==> src/rtl/scr_trig_pkg.sv <==
// rtl/scr_trig_pkg.sv - shared encodings for the SCR gate-pulse trigger generator
package scr_trig_pkg;

    localparam logic [2:0] ST_IDLE     = 3'd0;
    localparam logic [2:0] ST_PULSE_HI = 3'd1;
    localparam logic [2:0] ST_PULSE_LO = 3'd2;
    localparam logic [2:0] ST_DEAD     = 3'd3;
    localparam logic [2:0] ST_FAULT    = 3'd4;

    localparam int CNT_W_DEFAULT = 16;

    localparam logic DIR_FWD = 1'b0;
    localparam logic DIR_NEG = 1'b1;

endpackage

==> src/rtl/scr_pulse_timer.sv <==
// rtl/scr_pulse_timer.sv - loadable down-counter with a one-cycle expire strobe
module scr_pulse_timer #(
    parameter int CNT_W = 16
) (
    input  logic             clk,
    input  logic             rst,
    input  logic             load,
    input  logic [CNT_W-1:0] load_value,
    output logic             expire
);

    logic [CNT_W-1:0] count_q;

    // A load of L makes expire fire on the L-th edge after the loading edge.
    always_ff @(posedge clk) begin
        if (rst) begin
            count_q <= '0;
        end else if (load) begin
            count_q <= load_value;
        end else if (count_q != '0) begin
            count_q <= count_q - CNT_W'(1);
        end
    end

    assign expire = (count_q == CNT_W'(1));

endmodule

==> src/rtl/scr_trigger_gen.sv <==
// rtl/scr_trigger_gen.sv - bounded gate-pulse trains for the anti-parallel SCR pair
module scr_trigger_gen
    import scr_trig_pkg::*;
#(
    parameter int PULSE_WIDTH = 4,
    parameter int PULSE_GAP   = 2,
    parameter int PULSE_COUNT = 3,
    parameter int DEADTIME    = 8,
    parameter int CNT_W       = CNT_W_DEFAULT
) (
    input  logic i_clk_50m,
    input  logic i_rst,
    input  logic i_fire_forward,
    input  logic i_fire_negative,
    input  logic i_signal_forbid,
    input  logic i_forward_BOD,
    input  logic i_negative_BOD,
    input  logic i_fault_clr,
    output logic o_signal_forward,
    output logic o_signal_negative,
    output logic o_busy,
    output logic o_fire_ack,
    output logic o_fire_reject,
    output logic o_fault
);

    logic [2:0]       state_q, state_d;
    logic             dir_q, dir_d;
    logic [CNT_W-1:0] pulse_cnt_q, pulse_cnt_d;
    logic             tmr_load;
    logic [CNT_W-1:0] tmr_value;
    logic             tmr_expire;
    logic             accept;
    logic             fire_any, fire_one, bod_any;
    logic             sig_fwd_d, sig_neg_d, fault_d, ack_d, rej_d;
    logic             sig_fwd_q, sig_neg_q, fault_q, ack_q, rej_q;

    assign fire_any = i_fire_forward | i_fire_negative;
    assign fire_one = i_fire_forward ^ i_fire_negative;
    assign bod_any  = i_forward_BOD | i_negative_BOD;

    scr_pulse_timer #(
        .CNT_W(CNT_W)
    ) u_timer (
        .clk       (i_clk_50m),
        .rst       (i_rst),
        .load      (tmr_load),
        .load_value(tmr_value),
        .expire    (tmr_expire)
    );

    always_ff @(posedge i_clk_50m) begin
        if (i_rst) begin
            state_q     <= ST_IDLE;
            dir_q       <= DIR_FWD;
            pulse_cnt_q <= '0;
            sig_fwd_q   <= 1'b0;
            sig_neg_q   <= 1'b0;
            fault_q     <= 1'b0;
            ack_q       <= 1'b0;
            rej_q       <= 1'b0;
        end else begin
            state_q     <= state_d;
            dir_q       <= dir_d;
            pulse_cnt_q <= pulse_cnt_d;
            sig_fwd_q   <= sig_fwd_d;
            sig_neg_q   <= sig_neg_d;
            fault_q     <= fault_d;
            ack_q       <= ack_d;
            rej_q       <= rej_d;
        end
    end

    // BOD outranks forbid, which outranks timer expiry, in every non-fault state.
    always_comb begin
        state_d     = state_q;
        dir_d       = dir_q;
        pulse_cnt_d = pulse_cnt_q;
        tmr_load    = 1'b0;
        tmr_value   = '0;
        accept      = 1'b0;
        case (state_q)
            ST_IDLE: begin
                if (bod_any) begin
                    state_d = ST_FAULT;
                end else if (fire_one && !i_signal_forbid && !fault_q) begin
                    accept      = 1'b1;
                    dir_d       = i_fire_negative ? DIR_NEG : DIR_FWD;
                    pulse_cnt_d = '0;
                    state_d     = ST_PULSE_HI;
                    tmr_load    = 1'b1;
                    tmr_value   = CNT_W'(PULSE_WIDTH);
                end
            end
            ST_PULSE_HI: begin
                if (bod_any) begin
                    state_d = ST_FAULT;
                end else if (i_signal_forbid) begin
                    state_d   = ST_DEAD;
                    tmr_load  = 1'b1;
                    tmr_value = CNT_W'(DEADTIME);
                end else if (tmr_expire) begin
                    pulse_cnt_d = pulse_cnt_q + CNT_W'(1);
                    tmr_load    = 1'b1;
                    if (pulse_cnt_q + CNT_W'(1) == CNT_W'(PULSE_COUNT)) begin
                        state_d   = ST_DEAD;
                        tmr_value = CNT_W'(DEADTIME);
                    end else begin
                        state_d   = ST_PULSE_LO;
                        tmr_value = CNT_W'(PULSE_GAP);
                    end
                end
            end
            ST_PULSE_LO: begin
                if (bod_any) begin
                    state_d = ST_FAULT;
                end else if (i_signal_forbid) begin
                    state_d   = ST_DEAD;
                    tmr_load  = 1'b1;
                    tmr_value = CNT_W'(DEADTIME);
                end else if (tmr_expire) begin
                    state_d   = ST_PULSE_HI;
                    tmr_load  = 1'b1;
                    tmr_value = CNT_W'(PULSE_WIDTH);
                end
            end
            ST_DEAD: begin
                if (bod_any) begin
                    state_d = ST_FAULT;
                end else if (tmr_expire) begin
                    state_d = ST_IDLE;
                end
            end
            ST_FAULT: begin
                if (i_fault_clr && !bod_any) begin
                    state_d   = ST_DEAD;
                    tmr_load  = 1'b1;
                    tmr_value = CNT_W'(DEADTIME);
                end
            end
            default: begin
                state_d = ST_IDLE;
            end
        endcase
    end

    // Outputs are decoded from the next state so they register on the same edge as the state.
    always_comb begin
        sig_fwd_d = (state_d == ST_PULSE_HI) && (dir_d == DIR_FWD);
        sig_neg_d = (state_d == ST_PULSE_HI) && (dir_d == DIR_NEG);
        fault_d   = (state_d == ST_FAULT);
        ack_d     = accept;
        rej_d     = fire_any && !accept;
    end

    assign o_signal_forward  = sig_fwd_q;
    assign o_signal_negative = sig_neg_q;
    assign o_busy            = (state_q != ST_IDLE);
    assign o_fire_ack        = ack_q;
    assign o_fire_reject     = rej_q;
    assign o_fault           = fault_q;

endmodule

==> config.mk <==
export PLATFORM = sky130hd
export DESIGN_NAME = scr_trigger_gen
export DESIGN_NICKNAME = d
export VERILOG_FILES = /design/src/rtl/scr_trig_pkg.sv /design/src/rtl/scr_pulse_timer.sv /design/src/rtl/scr_trigger_gen.sv
export SDC_FILE = /design/constraint.sdc
export NUM_CORES = 1
export LEC_CHECK = 0
export ABC_CLOCK_PERIOD_IN_PS = 4000
export CAP_MARGIN = 20
export CORE_MARGIN = 2
export CORE_UTILIZATION = 40
export DETAILED_ROUTE_END_ITERATION = 10
export GPL_TIMING_DRIVEN = 0
export SYNTH_ARGS = -nofsm -noshare
export SYNTH_HDL_FRONTEND = slang
export SYNTH_SLANG_ARGS = --single-unit
==> constraint.sdc <==
create_clock -name i_clk_50m -period 4 [get_ports i_clk_50m]
set_input_delay 0.6 -clock i_clk_50m [delete_from_list [all_inputs] [get_ports i_clk_50m]]
set_output_delay 0.6 -clock i_clk_50m [all_outputs]
set_load 0.01 [all_outputs]
==> results.yml <==
status:
  status: "finished clean"
floorplanning:
  die_area_um2: 6610
  ios: 14
  rows: 28
  initial_core_util_pct: 40.9
  die_width_um: 81.3
  die_h_um: 81.3
  core_um2: 5850
grt:
  antenna_found_initial: 0
  grt_pass1_wl_um: 9230
  grt_util_all_layers_pct: 17.8
  grt_max_degree: 14
  grt_pass1_vias: 1973
  overflow: 0
setup_path:
  crit_path_frequent_cell: "buf_2"
  worstReg2RegStart: "pulse_cnt_q[1]"
  cp_cell_sequence: "clkdlybuf4s50_1, inv_1, ha_1, nor4b_1, a31oi_1, or3_1, buf_2, buf_2, o21ai_0, a21oi_1"
  slowest_delay_ns: 0.53
  r2r_slack_ns: 1.33
  r2r_cells: 7
  endpoint_kind: "flop"
  critPathKind: "primary input to flop"
  arrival_ns: 2.97
  rr_endpoint: "o_signal_negative"
  worst_path_max_delay_cell: "nor4b_1"
  worstPathRequired_ns: 4.17
  critPathMaxFanout: 10
  worst_setup_path_start_kind: "primary input"
clocking:
  ctsRootBufferMaster: "clkbuf_8"
  clock_latency_ns: 0.30
  cts.sinks: 41
  clockBufferDepth: 2
  post_cts_buffers: 0
  ctsResizeCount: 0
  hold_buffers: 0
  htree_levels: 2
  clkTransAtPathRegs_ns: 0.08
  cts_buffers: 5
  cts_tree: "yes"
yosys:
  syn_area_per_cell_um2: 7.97
  synth_fp_nets: 313
  ys_types: 51
  synth_compound_area_share_pct: 16.7
  synth.top_cell.area_share_pct: 34.3
  async_reset_ff_share_pct: 0
  yosysSeqAreaShare_pct: 34.3
  synthAdderAreaFrac_pct: 2.62
  synth.most_common_cell: "nor2_1"
  synth_xor_area_share_pct: 5.86
  synth.cell_area_um2: 2390
  synth_edf_count: 0
  synth_common_cells: "nor2_1 (44), dfxtp_1 (41), o21ai_0 (23)"
  synth_ff_type: "dfxtp_1"
  synthMuxAreaShare_pct: 0.419
  synth-seq-cells: 41
  yosys-top-cells-area: "dfxtp_1 (34%), nor2_1 (6.9%), o21ai_0 (4.8%)"
  synth_warnings: 0
  synthSimpleGateAreaFrac_pct: 35.9
  synthCells: 300
  synth_top_family_by_area: "simple AND/OR/NAND/NOR gates"
  synth_area_leader_cell: "dfxtp_1"
sta:
  maxSlewViolCount: 0
  hold_viol: 0
  fin_crit_sh_pct: 70.1
  worst_slack_ns: 1.20
  slew-limit-headroom_pct: 53.2
  final-setup-viol-count: 0
  fmax_mhz: 357
  setup_tns_ns: 0
  rsz0062_at_grt: "false"
  min_period_ns: 2.80
  fin_skew_ns: 0.00788
  tightest_slew_ns: 0.684
final_layout:
  insertedDiodeCount: 0
  nFillCells: 583
  synthToLayoutAreaGrowth_pct: 12.1
  drive_gt1_share_pct: 5.96
  layout.nets: 331
  instances_no_fill: 394
detailed_routing:
  drc: 0
  wl_per_cell_um: 14.2
  detail_route.iter0.violations: 109
  drt-total-wl_um: 5590
  viasPerCell: 5.62
  vias: 2216
  dr.pass1.iters: 5
  ant_nets: 0
power_and_ir_drop:
  peakVddDrop_v: 0.000235
  powerDensity_nw_per_um2: 464
  leakage_nw: 0.945
run:
  cap_viol_max_count: 0
placement:
  pre_cts_ws_ns: 0.898
  dp.cells: 386
  place.gp.congestion: 0.808
  dpl.hpwl_um: 4020
  numPortBuffers: 11
min_path:
  hold_path_class: "flop to flop"
  min_delay_path_depth: 2
  min_from: "u_timer.count_q[14]"
  min_to: "u_timer.count_q[14]"
## metal layers
layer  wire, um  track usage [%]
met5          0                0
met4         73             6.10
met3        150             3.56
met2       2460             26.5
met1       2910             25.3
## final cells by class
cell class / instances / area, um^2 / area share [%]
well taps: 75 / 93.8 / 3.50
multi-input cells: 235 / 1470 / 54.9
repair buffers: 11 / 110 / 4.11
inverters: 9 / 33.8 / 1.26
clock inverters: 3 / 17.5 / 0.653
plain buffers: 15 / 63.8 / 2.38
flip-flops and latches: 41 / 821 / 30.6
clock buffers: 5 / 68.8 / 2.57
## cell usage in the layout, fill, tap and decap left out, drive strengths merged, types with 4 or more instances in the layout
| master | Yosys | routed |
|---|---|---|
| a31oi | 7 | 7 |
| nand4 | 7 | 7 |
| nor3 | 10 | 10 |
| buf | 5 | 5 |
| a21oi | 18 | 18 |
| or3 | 17 | 17 |
| dfxtp | 41 | 41 |
| nor2 | 44 | 44 |
| o21ai | 23 | 23 |
| ha | 5 | 5 |
| nor4 | 8 | 8 |
| clkdlybuf4s50 | 0 | 11 |
| nand2 | 10 | 10 |
| clkbuf | 10 | 15 |
| nand3 | 18 | 18 |
| nand3b | 11 | 11 |
| inv | 9 | 9 |
| xor2 | 11 | 11 |
| a211oi | 4 | 4 |
| xnor2 | 5 | 5 |
## cells by family after synthesis
kind of cell    Yosys count
flops                    41
mux                       1
simple gates            148
fa+ha+maj                 5
compound gates           65
buf+inv                  24
xor+xnor                 16
## power by group
group	total, mW	internal [mW]	switching (mW)
combinational	0.439	0.202	0.238
clock	0.273	0.121	0.152
sequential	0.531	0.465	0.0660
## stage by stage
step	total power [mW]	instance area (um^2)	hold slack [ns]	util, %
2_1_floorplan	0.888	2390	0.462	-
3_3_place_gp	0.974	2590	0.486	44.4
3_5_place_dp	0.977	2590	0.499	44.4
4_1_cts	1.25	2680	0.515	45.8
5_1_grt	1.34	2680	0.545	45.8
6_report	1.24	2680	0.510	45.8
## sequential cells by signal (all words and copies together), names as in the netlist
register and cells:
dir_q 1, u_timer.count_q 16, o_fault 1, pulse_cnt_q 16, o_fire_reject 1, o_fire_ack 1, state_q 3, o_signal_forward 1
o_signal_negative 1
## critical path, delay by kind of cell
| family | cells | cell delay (ns) |
|---|---|---|
| buffers and inverters | 4 | 0.90 |
| AO/OA/AOI/OAI | 3 | 0.34 |
| AND/OR/NAND/NOR | 2 | 0.86 |
| adder cells (fa/ha/maj) | 1 | 0.28 |
## worst max path at each step
stage / startpoint / endpoint / slack (ns) / depth (start not counted)
2_1_floorplan: i_fire_negative / u_timer.count_q[10] / 1.75 / 8
3_3_place_gp: i_fire_negative / pulse_cnt_q[2] / 0.93 / 10
3_5_place_dp: i_fire_negative / pulse_cnt_q[14] / 0.90 / 10
4_1_cts: i_fire_negative / pulse_cnt_q[14] / 1.19 / 10
5_1_grt: i_fire_negative / pulse_cnt_q[2] / 0.98 / 10
6_report: i_fire_negative / pulse_cnt_q[14] / 1.20 / 10
(Power assumes the default switching activity.)
